===== src/rtl/pixel_collector.sv =====
// pixel_collector: assembles the serial result bit stream MSB-first into
// PIXEL_BITS-wide pixels and buffers them in a first-word-fall-through FIFO
// for the scan-out pipeline.
// Optional feature macro: PIXEL_COLLECTOR_STATUS_EN (sticky overflow/underflow).
module pixel_collector #(
  parameter int unsigned PIXEL_BITS = 4,
  parameter int unsigned FIFO_DEPTH = 8
) (
  input  logic                              clk,
  input  logic                              rst,
  input  logic                              valid_bit,
  input  logic                              output_bit,
  input  logic                              flush,
  input  logic                              pop,
  output logic [PIXEL_BITS-1:0]             pixel,
  output logic                              pixel_valid,
  output logic                              fifo_full,
  output logic [$clog2(FIFO_DEPTH):0]       fill_level,
  output logic                              overflow,
  output logic                              underflow
);

  localparam int unsigned CW = $clog2(PIXEL_BITS);
  localparam int unsigned AW = $clog2(FIFO_DEPTH);
  localparam int unsigned LW = AW + 1;

  logic [PIXEL_BITS-1:0] shift_q;
  logic [CW-1:0]         cnt_q;
  logic [PIXEL_BITS-1:0] mem [FIFO_DEPTH];
  logic [AW-1:0]         rd_ptr;
  logic [AW-1:0]         wr_ptr;

  logic [PIXEL_BITS-1:0] word_c;
  logic                  complete_c;
  logic                  do_pop_c;
  logic                  do_push_c;
  logic [LW-1:0]         level_nxt_c;

  // Head of FIFO falls through combinationally; RAM is cleared so it reads 0 when empty after reset/flush
  assign pixel = mem[rd_ptr];

  // Pixel completion and FIFO push/pop decisions
  always_comb begin
    word_c      = {shift_q[PIXEL_BITS-2:0], output_bit};
    complete_c  = valid_bit && (cnt_q == CW'(PIXEL_BITS - 1));
    do_pop_c    = pop && (fill_level != '0);
    do_push_c   = complete_c && (!fifo_full || do_pop_c);
    level_nxt_c = fill_level + LW'(do_push_c) - LW'(do_pop_c);
  end

  // Serial-to-parallel assembler; idle cycles leave it untouched
  always_ff @(posedge clk or posedge rst) begin
    if (rst) begin
      shift_q <= '0;
      cnt_q   <= '0;
    end else if (flush) begin
      shift_q <= '0;
      cnt_q   <= '0;
    end else if (valid_bit) begin
      shift_q <= word_c;
      cnt_q   <= complete_c ? '0 : cnt_q + CW'(1);
    end
  end

  // Pixel storage
  always_ff @(posedge clk or posedge rst) begin
    if (rst) begin
      for (int i = 0; i < int'(FIFO_DEPTH); i++) mem[i] <= '0;
    end else if (flush) begin
      for (int i = 0; i < int'(FIFO_DEPTH); i++) mem[i] <= '0;
    end else if (do_push_c) begin
      mem[wr_ptr] <= word_c;
    end
  end

  // Pointers and registered occupancy/status
  always_ff @(posedge clk or posedge rst) begin
    if (rst) begin
      rd_ptr      <= '0;
      wr_ptr      <= '0;
      fill_level  <= '0;
      pixel_valid <= 1'b0;
      fifo_full   <= 1'b0;
    end else if (flush) begin
      rd_ptr      <= '0;
      wr_ptr      <= '0;
      fill_level  <= '0;
      pixel_valid <= 1'b0;
      fifo_full   <= 1'b0;
    end else begin
      if (do_push_c) wr_ptr <= wr_ptr + AW'(1);
      if (do_pop_c)  rd_ptr <= rd_ptr + AW'(1);
      fill_level  <= level_nxt_c;
      pixel_valid <= (level_nxt_c != '0);
      fifo_full   <= (level_nxt_c == LW'(FIFO_DEPTH));
    end
  end

`ifdef PIXEL_COLLECTOR_STATUS_EN
  // Sticky error flags: dropped pixel, pop on empty FIFO
  always_ff @(posedge clk or posedge rst) begin
    if (rst) begin
      overflow  <= 1'b0;
      underflow <= 1'b0;
    end else if (flush) begin
      overflow  <= 1'b0;
      underflow <= 1'b0;
    end else begin
      if (complete_c && fifo_full && !do_pop_c) overflow <= 1'b1;
      if (pop && (fill_level == '0))            underflow <= 1'b1;
    end
  end
`else
  assign overflow  = 1'b0;
  assign underflow = 1'b0;
`endif

endmodule


===== config.mk =====
export PLATFORM = sky130hd
export DESIGN_NAME = pixel_collector
export DESIGN_NICKNAME = d
export VERILOG_FILES = /design/src/rtl/pixel_collector.sv
export SDC_FILE = /design/constraint.sdc
export NUM_CORES = 1
export LEC_CHECK = 0
export ABC_AREA = 0
export CAP_MARGIN = 0
export CORE_ASPECT_RATIO = 0.75
export CORE_MARGIN = 10
export CORE_UTILIZATION = 40
export DETAILED_ROUTE_END_ITERATION = 16
export PLACE_DENSITY = 0.63
export SLEW_MARGIN = 10
export SYNTH_ARGS = -nofsm -noshare
export SYNTH_HDL_FRONTEND = slang
export SYNTH_SLANG_ARGS = --single-unit

===== constraint.sdc =====
create_clock -name clk -period 3.1 [get_ports clk]
set_clock_uncertainty 0.1 [all_clocks]
set_input_delay 0.62 -clock clk [delete_from_list [all_inputs] [get_ports clk]]
set_output_delay 0.62 -clock clk [all_outputs]
set_load 0.02 [all_outputs]

## Word level (Yosys, flattened, before mapping)

Index checks and enable logic that the tools add are counted.

| operators by class | value |
|---|---|
| reduce and logical (&&, ||, !) cells | 11 |
| bitwise logic cells | 2 |
| equality and inequality tests | 2 |
| $mul | 0 |
| muxes and demuxes | 20 |
| add/subtract/negate cells | 5 |
| shift-type cells | 0 |
| divide/modulo/power cells | 0 |
| magnitude comparators | 3 |

Operators by type and width:

| operator | count |
|---|---|
| $mux 32 | 2 |
| $bwmux 32 | 1 |
| $mux 3 | 6 |
| $mux 4 | 4 |
| $bmux 4 s3 | 1 |
| $demux 4 s3 | 1 |
| $ge 4x4->1 const B | 2 |
| $not 3->4 | 2 |
| $reduce_bool 4->1 | 2 |
| $add 3x1->3 const B | 2 |
| $mux 2 | 3 |
| $reduce_bool 2->1 | 3 |
| $add 4x1->4 | 1 |
| $eq 4x4->1 const B | 1 |
| $logic_and 1x1->1 | 4 |
| $lt 4x1->1 const B | 1 |
| $sub 4x1->4 | 1 |
| $add 2x1->2 const B | 1 |
| $eq 2x2->1 const B | 1 |
| $mux 1 | 2 |
| $logic_not 1->1 | 1 |
| $logic_or 1x1->1 | 1 |

| word-level totals | value |
|---|---|
| bits of input ports | 6 |
| output and inout port bits | 12 |
| ROM bits | 0 |
| bits in writable memories | 0 |
| logic and storage cells | 58 |
| latch bits | 0 |
| register bits | 49 |
| memories | 0 |

## Depth between registers and ports, before layout

| logic depth | value |
|---|---|
| depth after elaboration | 8 |
| depth in mapped cells | 11 |
| gate-level depth less buffers | 11 |

## Least setup slack after synthesis

No wires, ideal clock.

| timing | value |
|---|---|
| kind | register -> register |
| start | reg fill_level[2] |
| end | reg fifo_full |
| data required time | 2.906 ns |
| path buffers | 0 |
| cell stages (with the launch flop) | 12 |
| period minus slack after synthesis | 2.625 ns |
| arrival time | 2.431 ns |
| setup slack | 0.475 ns |
| setup time | 0.094 ns |
| path through | dfrtp_1 inv_1 ha_1 nor3b_1 nor2_1 ha_1 inv_1 ha_1 fa_1 xnor2_1 nand2_1 a211oi_1 |

| on the way | value |
|---|---|
| cells in the longest elaborated chain, start to end | 8 |

Ends and longest elaborated chain:

| what | line | source |
|---|---|---|
| start: declaration | 18 | `output logic [$clog2(FIFO_DEPTH):0] fill_level,` |
| start signal: assignment | 93 | `fill_level <= level_nxt_c;` |
| $reduce_bool 4->1 | 46 | `do_pop_c = pop && (fill_level != '0);` |
| $logic_and 1x1->1 | 46 |  |
| $logic_or 1x1->1 | 47 | `do_push_c = complete_c && (!fifo_full \|\| do_pop_c);` |
| $logic_and 1x1->1 | 47 |  |
| $add 4x1->4 | 48 | `level_nxt_c = fill_level + LW'(do_push_c) - LW'(do_pop_c);` |
| $sub 4x1->4 * | 48 |  |
| $eq 4x4->1 * | 95 | `fifo_full <= (level_nxt_c == LW'(FIFO_DEPTH));` |
| $mux 1 * | 84 | `end else if (flush) begin` |
| end signal: assignment | 95 |  |
| end: declaration | 17 | `output logic fifo_full,` |

Mark *: on every way between the ends. The rest lies on a longest branch, timed or not.
A chain may end at the register's enable or synchronous reset.

## Final worst setup path

Same ends and word-level chain as after synthesis.

==> run summary <==
outcome - finished clean
largest net degree at the start of global routing - 29
half-perimeter wire length after placement - 4210 um
Most common cell on crit path - ha_1
Crit path max-delay family - adder cells
Post-synth EDFFs - 0
Yosys top cell area share - 43.0%
fin. max-slew vios - 0
number of distinct library cells after synthesis - 41
Remaining Overflow, GRT - 0
Clock Sink Count - 49
Crit path required time - 3.22 ns
Critical R2R Launch - fill_level[2]$_DFF_PP0_
#FFs+latches synth - 49
period utilization - 91.3%
top cells by area, synth - dfrtp_1, mux2i_1, nand2b_1, mux4_2, nor4_4
critical path's slowest cell - dfrtp_1
Top FF cell, synth - dfrtp_1
Routed Antenna Nets - 0
Avg WL per Cell - 16.2 um
IO buf count - 15
minimum clock period - 2.83 ns
warnings from Yosys - 0
io pins - 18
CP cell instances - inv_1 > ha_1 > nor3b_1 > nor2_1 > ha_1 > inv_1 > ha_1 > fa_1 > xnor2_1 > nand2_1 > a211oi_1
layout cell share with drive strength beyond 1 - 13.7%
initial antenna violation count - 0
cts-stage hold buffer count - 0
cts repair resizes - 0
pwr/cell area - 542 mW/mm2
CP peak stage delay - 0.39 ns
drt initial violations - 75
Critical Path Sink Type - register
Max IR drop VDD - 0.000310 V
first-pass GRT wire length - 9830 um
drt pass-1 iters - 4
Final #Nets - 270
Tot GR Track Use - 11.1%
Slew @ Worst Pin - 1.01 ns
most common cell in the netlist - dfrtp_1
fmax - 353 MHz
RSZ-0062 raised after global routing - no
vias per cell - 5.05
num rows - 26
crit path DAT - 2.95 ns
Die Ht - 93.1 um
root buffer cell - clkbuf_8
core area - 0.00686 mm2
H-tree depth - 2
fin util - 45.9%
Final Setup Violations - 0
Post-synth top cells - dfrtp_1, mux2i_1, nand2b_1
post-synth top area cell - dfrtp_1
Num CTS Buffers - 5
Synth Instances - 244
vias - 1,788
vias in the first global route - 1,806
fill cell total of the finished layout - 645
n_diodes - 0
WS Path Type - register to register
startpoint types - register
area of the multi-input gates - 0.00148 mm2
sequential share of the synthesized area - 43.0%
post-CTS setup repair buffer count - 0
async set-or-reset flop fraction in the synthesized netlist - 100%
clk slew on worst S/H paths - 0.09 ns
Starting Density - 41.5%
worst hold start - shift_q[2]$_DFFE_PP0P_
Clock Path Buffers - 2
Buf/Inv on CP - 2
worst hold path type - register to register
Clock Latency Late Sink - 0.30 ns
# DRC - 0
max_cap viols - 0
Relative slew margins - 32.1%
CTS tree - yes
Final Power - 0.00171 W
Area Overhead vs Synth - 10.6%
crit-path max FO - 4
Register Area - 0.00123 mm2
die width - 117 um
Hold Fails Final Rpt - 0
cell area after synthesis - 0.00285 mm2
Mean Syn Cell Area - 11.7 um2
Worst Setup SP - fill_level[2]$_DFF_PP0_
die area - 0.0109 mm2
Placer Congestion - 0.757
final WL - 5750 um
final hold slack - 0.434 ns
Leak - 1.24 nW
final cells by class:
class	count	area share, %
clock buffer	7	2.42
clock inverter	1	0.238
tap	98	3.89
sequential	49	38.9
timing repair buffer	23	6.67
inverter	8	0.953
multi-input combinational	168	46.9
worst reg2reg max path, stage by stage, from the launching register on:
cell	delay [ns]
dfrtp_1	0.39
inv_1	0.08
ha_1	0.21
nor3b_1	0.37
nor2_1	0.12
ha_1	0.30
inv_1	0.04
ha_1	0.20
fa_1	0.39
xnor2_1	0.26
nand2_1	0.09
a211oi_1	0.21
sequential cells by signal, indices dropped and copies added (netlist names):
name         count
mem             32
fill_level       4
rd_ptr           3
shift_q          3
wr_ptr           3
cnt_q            2
fifo_full        1
pixel_valid      1
power by group:
group          internal [W]  switching [W]
clock              0.000160       0.000217
combinational      0.000265       0.000331
sequential         0.000684      0.0000515
path summary, 6_finish.rpt:
path                                           endpoint  slack [ns]  cells after the start
worst min-delay path             shift_q[2]$_DFFE_PP0P_        0.43                      2
worst max-delay path                fifo_full$_DFF_PP0_        0.27                     11
max in group asynchronous            mem[7]$_DFFE_PP0P_        1.84                      3
worst min register to register   shift_q[2]$_DFFE_PP0P_        0.43                      2
worst max register to register      fifo_full$_DFF_PP0_        0.27                     11
min in group asynchronous       fill_level[0]$_DFF_PP0_        0.47                      2
metrics by stage:
| step | setup WS [ns] | instances | setup TNS [ns] | cell area, um2 |
|---|---|---|---|---|
| 2_1_floorplan | 0.475 | 245 | 0 | 2850 |
| 3_3_place_gp | 0.101 | 346 | 0 | 3070 |
| 3_5_place_dp | -0.0198 | 346 | -0.0198 | 3070 |
| 4_1_cts | 0.265 | 354 | 0 | 3150 |
| 5_1_grt | 0.0692 | 354 | 0 | 3150 |
| 6_report | 0.269 | 354 | 0 | 3150 |
cell families (layout without fill, tap and decap cells):
| family | Yosys count | count (layout) | share of synthesized area [%] |
|---|---|---|---|
| simple gates | 95 | 95 | 23.9 |
| flops | 49 | 49 | 43.0 |
| mux | 46 | 46 | 19.7 |
| buf+inv | 28 | 39 | 5.31 |
| compound gates | 15 | 15 | 3.38 |
| fa+ha+maj | 9 | 9 | 4.21 |
| other cells | 1 | 2 | 0.132 |
| xor+xnor | 1 | 1 | 0.307 |
per-layer routing:
| layer | vias to the layer above | share of wire [%] | track usage, % |
|---|---|---|---|
| li1 | 868 | - | - |
| met1 | 899 | 52 | 15.8 |
| met2 | 17 | 45 | 16.3 |
| met3 | 4 | 2.9 | 2.64 |
| met4 | 0 | 0.73 | 3.18 |
| met5 | - | 0 | 0 |
layout by cell type (no fill, tap or decap), types with 2 or more instances in the layout:
cell type         n
mux2i_1          37
nand3_1           3
dfrtp_1          49
mux4_2            8
o21ai_0           2
or3b_1            4
clkbuf_1          2
or3_1             3
a21oi_1           5
ha_1              8
nand2b_1         37
inv_2             2
nor2_1           11
nand3b_1          3
nor4_4            8
clkdlybuf4s50_1  15
nand4_1           2
inv_1             6
buf_4             8
nor2b_1           3
o31ai_1           2
clkbuf_8          5
conb_1            2
nand2_1          13
No activity file was read; power rests on OpenSTA's default activity.
==> patch (same settings) <==
`FIFO_DEPTH`: 8 -> 16.
--- a/src/rtl/pixel_collector.sv
+++ b/src/rtl/pixel_collector.sv
@@ -4,7 +4,7 @@
 // Optional feature macro: PIXEL_COLLECTOR_STATUS_EN (sticky overflow/underflow).
 module pixel_collector #(
   parameter int unsigned PIXEL_BITS = 4,
-  parameter int unsigned FIFO_DEPTH = 8
+  parameter int unsigned FIFO_DEPTH = 16
 ) (
   input  logic                              clk,
   input  logic                              rst,
Interface: changed (resized fill_level); port bits go from 18 to 19. No check against the original RTL was run, so the function may have changed too.
==> patch against the original RTL <==
- power is 85% higher
- area after synthesis is 64% higher
- wire length is 80% higher
- setup slack worse by 140 ps
- sequential cell count is 35 higher
- cell count is 60% higher
- cell area is 71% higher
- via count is 61% higher
- critical endpoint is now pixel_valid$_DFF_PP0_
- largest power group unchanged
==> patch: results (changes against the original RTL) <==
post-synthesis sequential area ratio=0.450 (+0.0195); crit path max fanout=3 (-1); Clk pin slew, worst setup/hold paths=60 ps (-30 ps); pre-CTS WS=-123 ps (-103 ps); vias in the first global route=2,928 (+62%); area post-placement=5070 um^2 (+65%); WL/cell=18.2 um (+12%); Top Registers=mem x64, fill_level x5; slowest stage delay, CP=470 ps (+80 ps); placed insts=552 (+60%); Final GP Congestion=0.807 (+6.6%); non-filler cells, final=568 (+60%); largest net degree at the start of global routing=72 (+150%); DRT iter0 DRCs=202 (+170%); Syn Inst Count=381 (+56%); worst hold margin=418 ps (-15.5 ps); Crit-path slowest cell=or4b_4; Clock Latency Late Sink=330 ps (+30 ps); number of port buffers=16 (+1); worst r2r dst=pixel_valid$_DFF_PP0_; GR Util met1=0.198 (+0.0393); Root Buffer=clkbuf_16; r2r worst-path depth=13 (+2); synth top area cells=dfrtp_1 45%, mux2i_1 15%, nand2b_1 9.1%; HPWL after DPL=6960 um (+65%); Area Growth Syn to Fin=15.5%; TritonCTS buffer count=9 (+4); # nets final=421 (+56%); vias per inst=5.08 (+0.56%); Slew @ Worst Pin=772 ps (-242 ps); H-tree levels=3 (+1); status=finished clean; Pleak=2.67 nW (+120%)
## patch: per-layer routing
metal / vias up / share of wire / wire [um]
met4: 0 / 0.0074 / 77
met1: 1485 / 0.52 / 5330
li1: 1360 / - / -
met2: 33 / 0.45 / 4640
met3: 7 / 0.028 / 290
met5: - / 0 / 0
## patch: where the power goes
| part | internal [mW] | switching [mW] | leakage (nW) |
|---|---|---|---|
| sequential | 1.15 | 0.0493 | 1.16 |
| clock | 0.580 | 0.408 | 0.135 |
| combinational | 0.471 | 0.512 | 1.37 |
## patch: worst min-delay path, delay by kind of cell (launching register included)
kind          cells  cell delay, ps
mux               1              70
flops             1             340
simple gates      1              70
## patch: cells by family after synthesis
kind of cell	count (synthesis)	share of synthesized area
DFF	84	0.450
muxes	87	0.230
buffers and inverters	39	0.0393
other	1	0.000802
AOI/OAI and AO/OA	16	0.0273
xor gates and xnor gates	9	0.0169
and+or+nand+nor	132	0.200
adders and majority gates	13	0.0364
## patch: final cells by class
class,instances,area share
multi-input cells,259,0.452
clock buffers,13,0.0482
repair buffers,37,0.0630
well taps,162,0.0375
flip-flops and latches,84,0.389
clock inverters,2,0.00185
inverters,11,0.00788
## patch: what timing repair did
action	CTS	global route
hold buffers	0	0
gates resized for setup	4	13
endpoints found under the setup margin	6	5
buffers inserted	0	1
pin swaps	1	3
## patch: worst max-delay path by stage
stage	endpoint	slack, ps	cells after the start
final	pixel_valid$_DFF_PP0_	130	13
after global routing	fifo_full$_DFF_PP0_	-30	13
after CTS	fifo_full$_DFF_PP0_	10	13
after detailed placement	pixel_valid$_DFF_PP0_	-120	12
after global placement	pixel_valid$_DFF_PP0_	-60	12
after floorplan	fifo_full$_DFF_PP0_	70	13
